## src/rtl/shift_pkg.sv

```systemverilog
`default_nettype none
// ============================================================================
// Module      : shift_pkg
// Description : Shared constants and types for the bidirectional shift link.
//               The receiving shift register uses the same mode encodings.
// Revision    : 1.0 - initial release
// ============================================================================
package shift_pkg;

    // Receiver shift-mode control encodings
    localparam logic [1:0] MODE_HOLD = 2'b00;
    localparam logic [1:0] MODE_SHR  = 2'b01;   // LSB-first transmit
    localparam logic [1:0] MODE_SHL  = 2'b10;   // MSB-first transmit

    // Serializer control states
    typedef enum logic [0:0] {
        IDLE  = 1'b0,
        SHIFT = 1'b1
    } state_t;

    // Any mode other than shift-left is treated as shift-right (LSB-first)
    function automatic logic [1:0] norm_mode(input logic [1:0] mode);
        return (mode == MODE_SHL) ? MODE_SHL : MODE_SHR;
    endfunction

endpackage
`default_nettype wire

```

## src/rtl/serializer_hold_buf.sv

```systemverilog
`default_nettype none
// ============================================================================
// Module      : serializer_hold_buf
// Description : One-entry data+mode holding register with a full flag.
//               A load sets full; a take without a load clears it.
// Revision    : 1.0 - initial release
// ============================================================================
module serializer_hold_buf
    import shift_pkg::*;
#(
    parameter int WIDTH = 4
) (
    input  logic             clk,
    input  logic             rst_n,
    input  logic             load,
    input  logic             take,
    input  logic [WIDTH-1:0] load_data,
    input  logic [1:0]       load_mode,
    output logic [WIDTH-1:0] data,
    output logic [1:0]       mode,
    output logic             full
);

    // Capture an incoming word and track occupancy
    always_ff @(posedge clk or negedge rst_n) begin
        if (!rst_n) begin
            data <= '0;
            mode <= MODE_SHR;
            full <= 1'b0;
        end else begin
            if (load) begin
                data <= load_data;
                mode <= load_mode;
            end
            if (load) begin
                full <= 1'b1;
            end else if (take) begin
                full <= 1'b0;
            end
        end
    end

endmodule
`default_nettype wire

```

## src/rtl/bidir_shift_serializer.sv

```systemverilog
`default_nettype none
// ============================================================================
// Module      : bidir_shift_serializer
// Description : Parallel-in/serial-out transmitter feeding a bidirectional
//               shift register. Shifts each word LSB- or MSB-first and drives
//               the matching receiver shift-mode so the receiver ends up with
//               the word in its original bit order. A one-entry holding
//               buffer lets frames run back to back without a gap cycle.
// Revision    : 1.0 - initial release
// ============================================================================
module bidir_shift_serializer
    import shift_pkg::*;
#(
    parameter int WIDTH = 4
) (
    input  logic             clk,
    input  logic             rst_n,
    input  logic             in_valid,
    output logic             in_ready,
    input  logic [WIDTH-1:0] in_data,
    input  logic [1:0]       in_mode,
    input  logic             pause,
    output logic             sout,
    output logic [1:0]       rx_mode,
    output logic             frame_done,
    output logic             busy
);

    localparam int             CW     = (WIDTH > 1) ? $clog2(WIDTH) : 1;
    localparam logic [CW-1:0]  C_LAST = CW'(WIDTH - 1);

    state_t             r_state;
    state_t             w_state_nxt;
    logic [WIDTH-1:0]   r_sreg;
    logic [WIDTH-1:0]   w_sreg_nxt;
    logic               r_dir;          // 1 = MSB-first
    logic               w_dir_nxt;
    logic [CW-1:0]      r_cnt;
    logic [CW-1:0]      w_cnt_nxt;

    logic               w_accept;
    logic               w_active;
    logic               w_free;
    logic               w_buf_load;
    logic               w_buf_take;
    logic               w_buf_full;
    logic [WIDTH-1:0]   w_buf_data;
    logic [1:0]         w_buf_mode;

    assign in_ready   = !w_buf_full;
    assign w_accept   = in_valid && in_ready;
    assign w_active   = (r_state == SHIFT) && !pause;
    // The shifter can take a new word when idle or while finishing its last bit
    assign w_free     = (r_state == IDLE) || (w_active && (r_cnt == C_LAST));
    // A word only parks in the buffer when the shifter is still occupied
    assign w_buf_load = w_accept && !w_free;
    assign w_buf_take = w_free && w_buf_full;

    serializer_hold_buf #(
        .WIDTH (WIDTH)
    ) u_hold_buf (
        .clk       (clk),
        .rst_n     (rst_n),
        .load      (w_buf_load),
        .take      (w_buf_take),
        .load_data (in_data),
        .load_mode (norm_mode(in_mode)),
        .data      (w_buf_data),
        .mode      (w_buf_mode),
        .full      (w_buf_full)
    );

    // State, shifter, direction and bit-counter registers
    always_ff @(posedge clk or negedge rst_n) begin
        if (!rst_n) begin
            r_state <= IDLE;
            r_sreg  <= '0;
            r_dir   <= 1'b0;
            r_cnt   <= '0;
        end else begin
            r_state <= w_state_nxt;
            r_sreg  <= w_sreg_nxt;
            r_dir   <= w_dir_nxt;
            r_cnt   <= w_cnt_nxt;
        end
    end

    // Next-state, load/shift selection and serial-side outputs
    always_comb begin
        w_state_nxt = r_state;
        w_sreg_nxt  = r_sreg;
        w_dir_nxt   = r_dir;
        w_cnt_nxt   = r_cnt;
        sout        = 1'b0;
        rx_mode     = MODE_HOLD;
        frame_done  = 1'b0;
        busy        = (r_state == SHIFT);

        if (w_free) begin
            if (w_buf_full) begin
                // Buffered word has priority; the input is blocked anyway
                w_state_nxt = SHIFT;
                w_sreg_nxt  = w_buf_data;
                w_dir_nxt   = (w_buf_mode == MODE_SHL);
                w_cnt_nxt   = '0;
            end else if (w_accept) begin
                w_state_nxt = SHIFT;
                w_sreg_nxt  = in_data;
                w_dir_nxt   = (norm_mode(in_mode) == MODE_SHL);
                w_cnt_nxt   = '0;
            end else begin
                w_state_nxt = IDLE;
                w_cnt_nxt   = '0;
            end
        end else if (w_active) begin
            w_sreg_nxt = r_dir ? (r_sreg << 1) : (r_sreg >> 1);
            w_cnt_nxt  = r_cnt + CW'(1);
        end

        if (r_state == SHIFT) begin
            sout = r_dir ? r_sreg[WIDTH-1] : r_sreg[0];
        end
        if (w_active) begin
            rx_mode    = r_dir ? MODE_SHL : MODE_SHR;
            frame_done = (r_cnt == C_LAST);
        end
    end

endmodule
`default_nettype wire
```

## config.mk

```make
export PLATFORM = sky130hd
export DESIGN_NAME = bidir_shift_serializer
export DESIGN_NICKNAME = d
export VERILOG_FILES = /design/src/rtl/shift_pkg.sv /design/src/rtl/serializer_hold_buf.sv /design/src/rtl/bidir_shift_serializer.sv
export SDC_FILE = /design/constraint.sdc
export NUM_CORES = 1
export LEC_CHECK = 0
export ABC_AREA = 1
export CAP_MARGIN = 20
export CELL_PAD_IN_SITES_DETAIL_PLACEMENT = 1
export CELL_PAD_IN_SITES_GLOBAL_PLACEMENT = 2
export CORE_MARGIN = 2
export CORE_UTILIZATION = 25
export DETAILED_ROUTE_END_ITERATION = 7
export GPL_ROUTABILITY_DRIVEN = 0
export PLACE_DENSITY_LB_ADDON = 0.1
export REMOVE_ABC_BUFFERS = 1
export SETUP_SLACK_MARGIN = 0.5
export SLEW_MARGIN = 20
export SYNTH_ARGS = -nofsm -noshare
export SYNTH_HDL_FRONTEND = slang
export SYNTH_SLANG_ARGS = --single-unit
```

## constraint.sdc

```tcl
create_clock -name clk -period 1.4 [get_ports clk]
set_clock_uncertainty 0.15 [all_clocks]
set_input_delay 0.21 -clock clk [delete_from_list [all_inputs] [get_ports clk]]
set_output_delay 0.21 -clock clk [all_outputs]
set_load 0.02 [all_outputs]
```

# Yosys cells after proc, flatten, opt, wreduce, memory -nomap -nowiden
# Index checks and enable logic that the tools add are counted.
dict set report totals {
  regBits 15
  output_inout_bits 6
}
dict set report op_classes {
  addsub 1
  eq_ne 5
  muxes 19
  n_bitwise 1
  reduce_logical 14
}
# operator count
set ops {}
lappend ops {{$mux 4} 5}
lappend ops {{$mux 2} 5}
lappend ops {{$mux 1} 9}
lappend ops {{$eq 2x2->1 const B} 4}
lappend ops {{$reduce_bool 2->1} 3}
lappend ops {{$logic_and 1x1->1} 5}
lappend ops {{$reduce_and 2->1} 2}
lappend ops {{$logic_not 1->1} 3}
lappend ops {{$ne 3x2->1 const B} 1}
lappend ops {{$add 2x1->2 const B} 1}
lappend ops {{$logic_or 1x1->1} 1}
lappend ops {{$not 1->1} 1}

# Depth between registers and ports, before layout
dict set report logic_depth {
  word_depth 7
  ltp_mapped 8
  mapped_depth_nobuf 7
}

# By module
# From an unflattened synthesis, not the netlist that was laid out.
dict set report unflattened {
  hier_cells 124
  area_unflattened_um2 857.1
}
# module n_inst cells_per_inst area_per_inst_um2
set by_module_without_submodules {}
lappend by_module_without_submodules {bidir_shift_serializer 1 95 598.1}
lappend by_module_without_submodules {serializer_hold_buf 1 29 259.0}

# Worst setup path after synthesis
# No wires, ideal clock.
dict set report synth_timing {
  kind {register to output}
  start {reg r_state (netlist: busy)}
  end {out frame_done}
  arrival_ns 1.112
  required_time_ns 1.040
  slack_ns -0.072
  path_stages_with_launch 5
  n_path_buf 0
  path_cell_list {dfrtp_1 > inv_2 > nor2_1 > inv_1 > nor2_1}
}
dict set report synth_between {
  elab_chain_cells 2
}
# element line
set synth_rtl {}
lappend synth_rtl {{from (decl)} bidir_shift_serializer.sv:32} ;# state_t r_state;
lappend synth_rtl {{from (signal assigned)} bidir_shift_serializer.sv:81} ;# r_state <= w_state_nxt;
lappend synth_rtl {{$logic_and 1x1->1} bidir_shift_serializer.sv:52} ;# assign w_active = (r_state == SHIFT) && !pause;
lappend synth_rtl {{$mux 1} bidir_shift_serializer.sv:123} ;# if (w_active) begin
lappend synth_rtl {{to (decl)} bidir_shift_serializer.sv:25} ;# output logic frame_done,
# No other way between the ends.

# Final worst setup path
dict set report layout_timing {
  start {reg r_cnt[1]}
  end {reg r_sreg[3]}
}
dict set report layout_between {
  elab_chain_cells 5
  elab_cells_between_ends 7
}
# element line
set layout_rtl {}
lappend layout_rtl {{from (decl)} bidir_shift_serializer.sv:38} ;# logic [CW-1:0] r_cnt;
lappend layout_rtl {{from (signal assigned)} bidir_shift_serializer.sv:84} ;# r_cnt <= w_cnt_nxt;
lappend layout_rtl {{$eq 2x2->1 *} bidir_shift_serializer.sv:54} ;# assign w_free = (r_state == IDLE) || (w_active && (r_cnt == C_LAST));
lappend layout_rtl {{$logic_and 1x1->1 *} bidir_shift_serializer.sv:54}
lappend layout_rtl {{$logic_or 1x1->1 *} bidir_shift_serializer.sv:54}
lappend layout_rtl {{$ne 3x2->1 (no source line) / $reduce_bool 2->1 (equally long branches)} n/a}
lappend layout_rtl {{$reduce_and 2->1 (no source line)} n/a}
lappend layout_rtl {{to (signal assigned)} bidir_shift_serializer.sv:82} ;# r_sreg <= w_sreg_nxt;
lappend layout_rtl {{to (decl)} bidir_shift_serializer.sv:34} ;# logic [WIDTH-1:0] r_sreg;
# Every way passes the cells marked *; elsewhere a longest branch is shown, timed or not.
# A chain may end at the register's enable or synchronous reset.

==> results by group <==
Clock tree
  • Deepest clock path buffer count: 2
  • CTS tree: built
  • Hold buffer count at cts: 0
  • Clk_lat worst skew: approximately 290 ps
  • Total CTS buffers: 3
  • H-Tree Level Count: 1
  • Clock root buffer: clkbuf_4
  • Clk sinks: 15
  • CTS clock-pin slew for the worst setup and hold paths: around 100 ps

Finish
  • Area Growth Syn to Fin: 72.8%
  • Final core utilization: between 40 and 50%
  • Post-route cell area: 0.00150 sq mm
  • Nets: around 180
  • Antenna Cells: 0
  • FILL cells: about 430
  • Share of post-route cells with drive strength above 1: between 40% and 50%

Routing
  • Residual DRC: 0
  • 1st-iter DRT viols: 11
  • Final wirelength: about 2500 microns
  • DR pass1 iterations: 2
  • Drt wl/cell: approximately 12 microns
  • Via density: 4.22
  • Detail Route Antenna Nets: 0
  • Total number of vias: 881

Run
  • Max Cap Viol: 0

STA
  • Period Utilization, post-route: 110%
  • Unrepaired setup endpoints after global routing: yes
  • Worst slew pin tran: ~470 ps
  • Max Clk Rate: between 600 and 700 MHz
  • Period minus WS final: 1540 ps
  • Worst setup margin: -136 ps
  • Fin Setup TNS: -1230 ps
  • Slew headroom: 68.2%
  • Final setup fails: 16
  • Final hold viol count: 0
  • Slew Limit Fails: 0

Floorplanning
  • Die Footprint: roughly 0.0040 sq mm
  • Number of I/O pins: 16
  • Initial Utilization: approximately a quarter
  • Core region area: between 0.003 and 0.004 sq mm
  • Chip Width: about 63 microns
  • Row Count: 21
  • Die Ht: 62.9 microns

Hold path
  • Class of the worst hold path: in -> async

Worst setup path
  • Critical Path Sink Type: register
  • Crit-path max cell delay: slightly above 400 ps
  • Largest fanout on the critical path: 4
  • Critical-path cell list: ha_4 > inv_4 > buf_6 > o21ai_4 > buf_4 > a21oi_4 > nand2_1 > nand2_1
  • R2R Path End: r_sreg[3]
  • Crit path from: r_cnt[1]
  • Top Family by Delay on Critical Path: flip-flops
  • Critical path required time: around 1400 ps
  • R2R Path Start: r_cnt[1]
  • Setup CP Type: reg -> reg
  • R2R setup slack: -140 ps
  • Critical Path Start Type: register
  • Worst path bufs/invs: 3
  • CP most frequent cell: nand2_1
  • Worst-case reg-to-reg path depth: 8
  • Slowest cell on crit path: dfrtp_1
  • Crit path DAT: roughly 1600 ps

Placement
  • Buffers on Ports: 15
  • Post-DP HPWL: approximately 1800 microns
  • DP Area: between 0.001 and 0.0015 sq mm

Synthesis
  • Yosys cell types: 16
  • Synthesized flop and latch total: 15
  • Avg Cell Area, Syn: between 7 and 8 sq um
  • Ys Warns: 0
  • Cells after Synth: 116
  • Synth Cell Area: a little under 900 sq um
  • Register area share after synthesis: a little over two fifths

Global routing
  • Gr ovfl total: 0
  • Initial antenna violation count: 0
  • First-pass GRT wire length: roughly 4300 microns
  • Pin count of the biggest net entering global routing: 12
  • Gr usage total: 13.8%
  • Vias in the first global route: 961

Power
  • Leakage power: 0.748 nW
  • VDD IR max: 0.685 mV
  • PwrDens: around 1700 mW/mm^2

Outcome
  • Failing checks: setup timing
  • Status: complete, but fails checks
## cell usage in the layout, fill, tap and decap left out, drive strengths merged
cell type,instances
dlygate4sd2,1
o21ai,18
nor2,9
ha,1
a21oi,3
nand3,2
inv,18
nand2,48
dfstp,1
buf,36
dfrtp,14
clkdlybuf4s50,8
clkbuf,4
## metal layers
layer  track usage, %  part of all wire (%)  wire, microns
met1             17.1                    47           1170
met2             24.1                    49           1210
met3             1.98                   2.9             72
met4             5.83                   1.4             34
met5                0                     0              0
## worst register-to-register path: stages, from the launching register on
cell     delay [ps]
dfrtp_1         410
ha_4            180
inv_4            40
buf_6           110
o21ai_4         180
buf_4           150
a21oi_4          60
nand2_1          90
nand2_1          60
## sequential cells by signal, summed over array words and instances (netlist names)
register / cells
r_sreg: 4
r_cnt: 2
u_hold_buf.mode: 2
r_dir: 1
busy: 1
u_hold_buf.full: 1
u_hold_buf.data: 4
## layout make-up
cell class | instances | area [sq um] | share of cell area [%]
clock buffers | 4 | 26.3 | 1.76
inverters | 18 | 72.6 | 4.85
multi-input cells | 81 | 534 | 35.7
flip-flops and latches | 15 | 377 | 25.2
well taps | 46 | 57.6 | 3.85
repair buffers | 45 | 429 | 28.7
## kinds of logic after synthesis
group           share of synthesized area [%]
flops                                    43.5
buf+inv                                  10.3
fa+ha+maj                                1.44
compound gates                           17.3
simple gates                             27.5
## per-stage QoR
step	setup slack [ps]	std cells	power [mW]	hold WS, ps
floorplan	-72.0	113	1.34	-236
global placement	-487	197	1.84	306
detailed placement	-548	197	1.89	316
CTS	-142	206	2.37	14.9
global route	-216	209	2.68	15.2
finish	-136	209	2.47	6.38
## where the power goes
group          switching [mW]  internal, mW  leakage (nW)
combinational           0.709         0.710         0.550
clock                   0.158         0.111        0.0150
sequential              0.161         0.623         0.184
## worst max-delay path by stage
stage / end / cells past startpoint
after floorplan: frame_done / 4
after global placement: rx_mode[1] / 5
after detailed placement: rx_mode[1] / 5
after CTS: frame_done / 4
after global routing: r_sreg[0] / 9
final: r_sreg[3] / 8
## synthesized netlist by cell type
master	n	area share, %
nand3_1	2	1.2
dfstp_2	1	3.0
o21ai_2	6	6.1
buf_6	1	1.3
inv_1	15	6.5
a21oi_4	1	1.9
buf_2	2	1.2
dfrtp_1	14	40
a21oi_1	2	1.2
nand2_1	40	17
inv_2	3	1.3
ha_1	1	1.4
nand2_2	7	5.1
o21ai_4	1	1.9
nor2_1	9	3.9
o21ai_0	11	6.4
## repair_timing
item,CTS,global route
setup endpoints to repair,21,21
gates resized for setup,66,16
setup buffers,4,3
pin swaps,9,10
gates cloned,1,0
(Power assumes the default switching activity.)
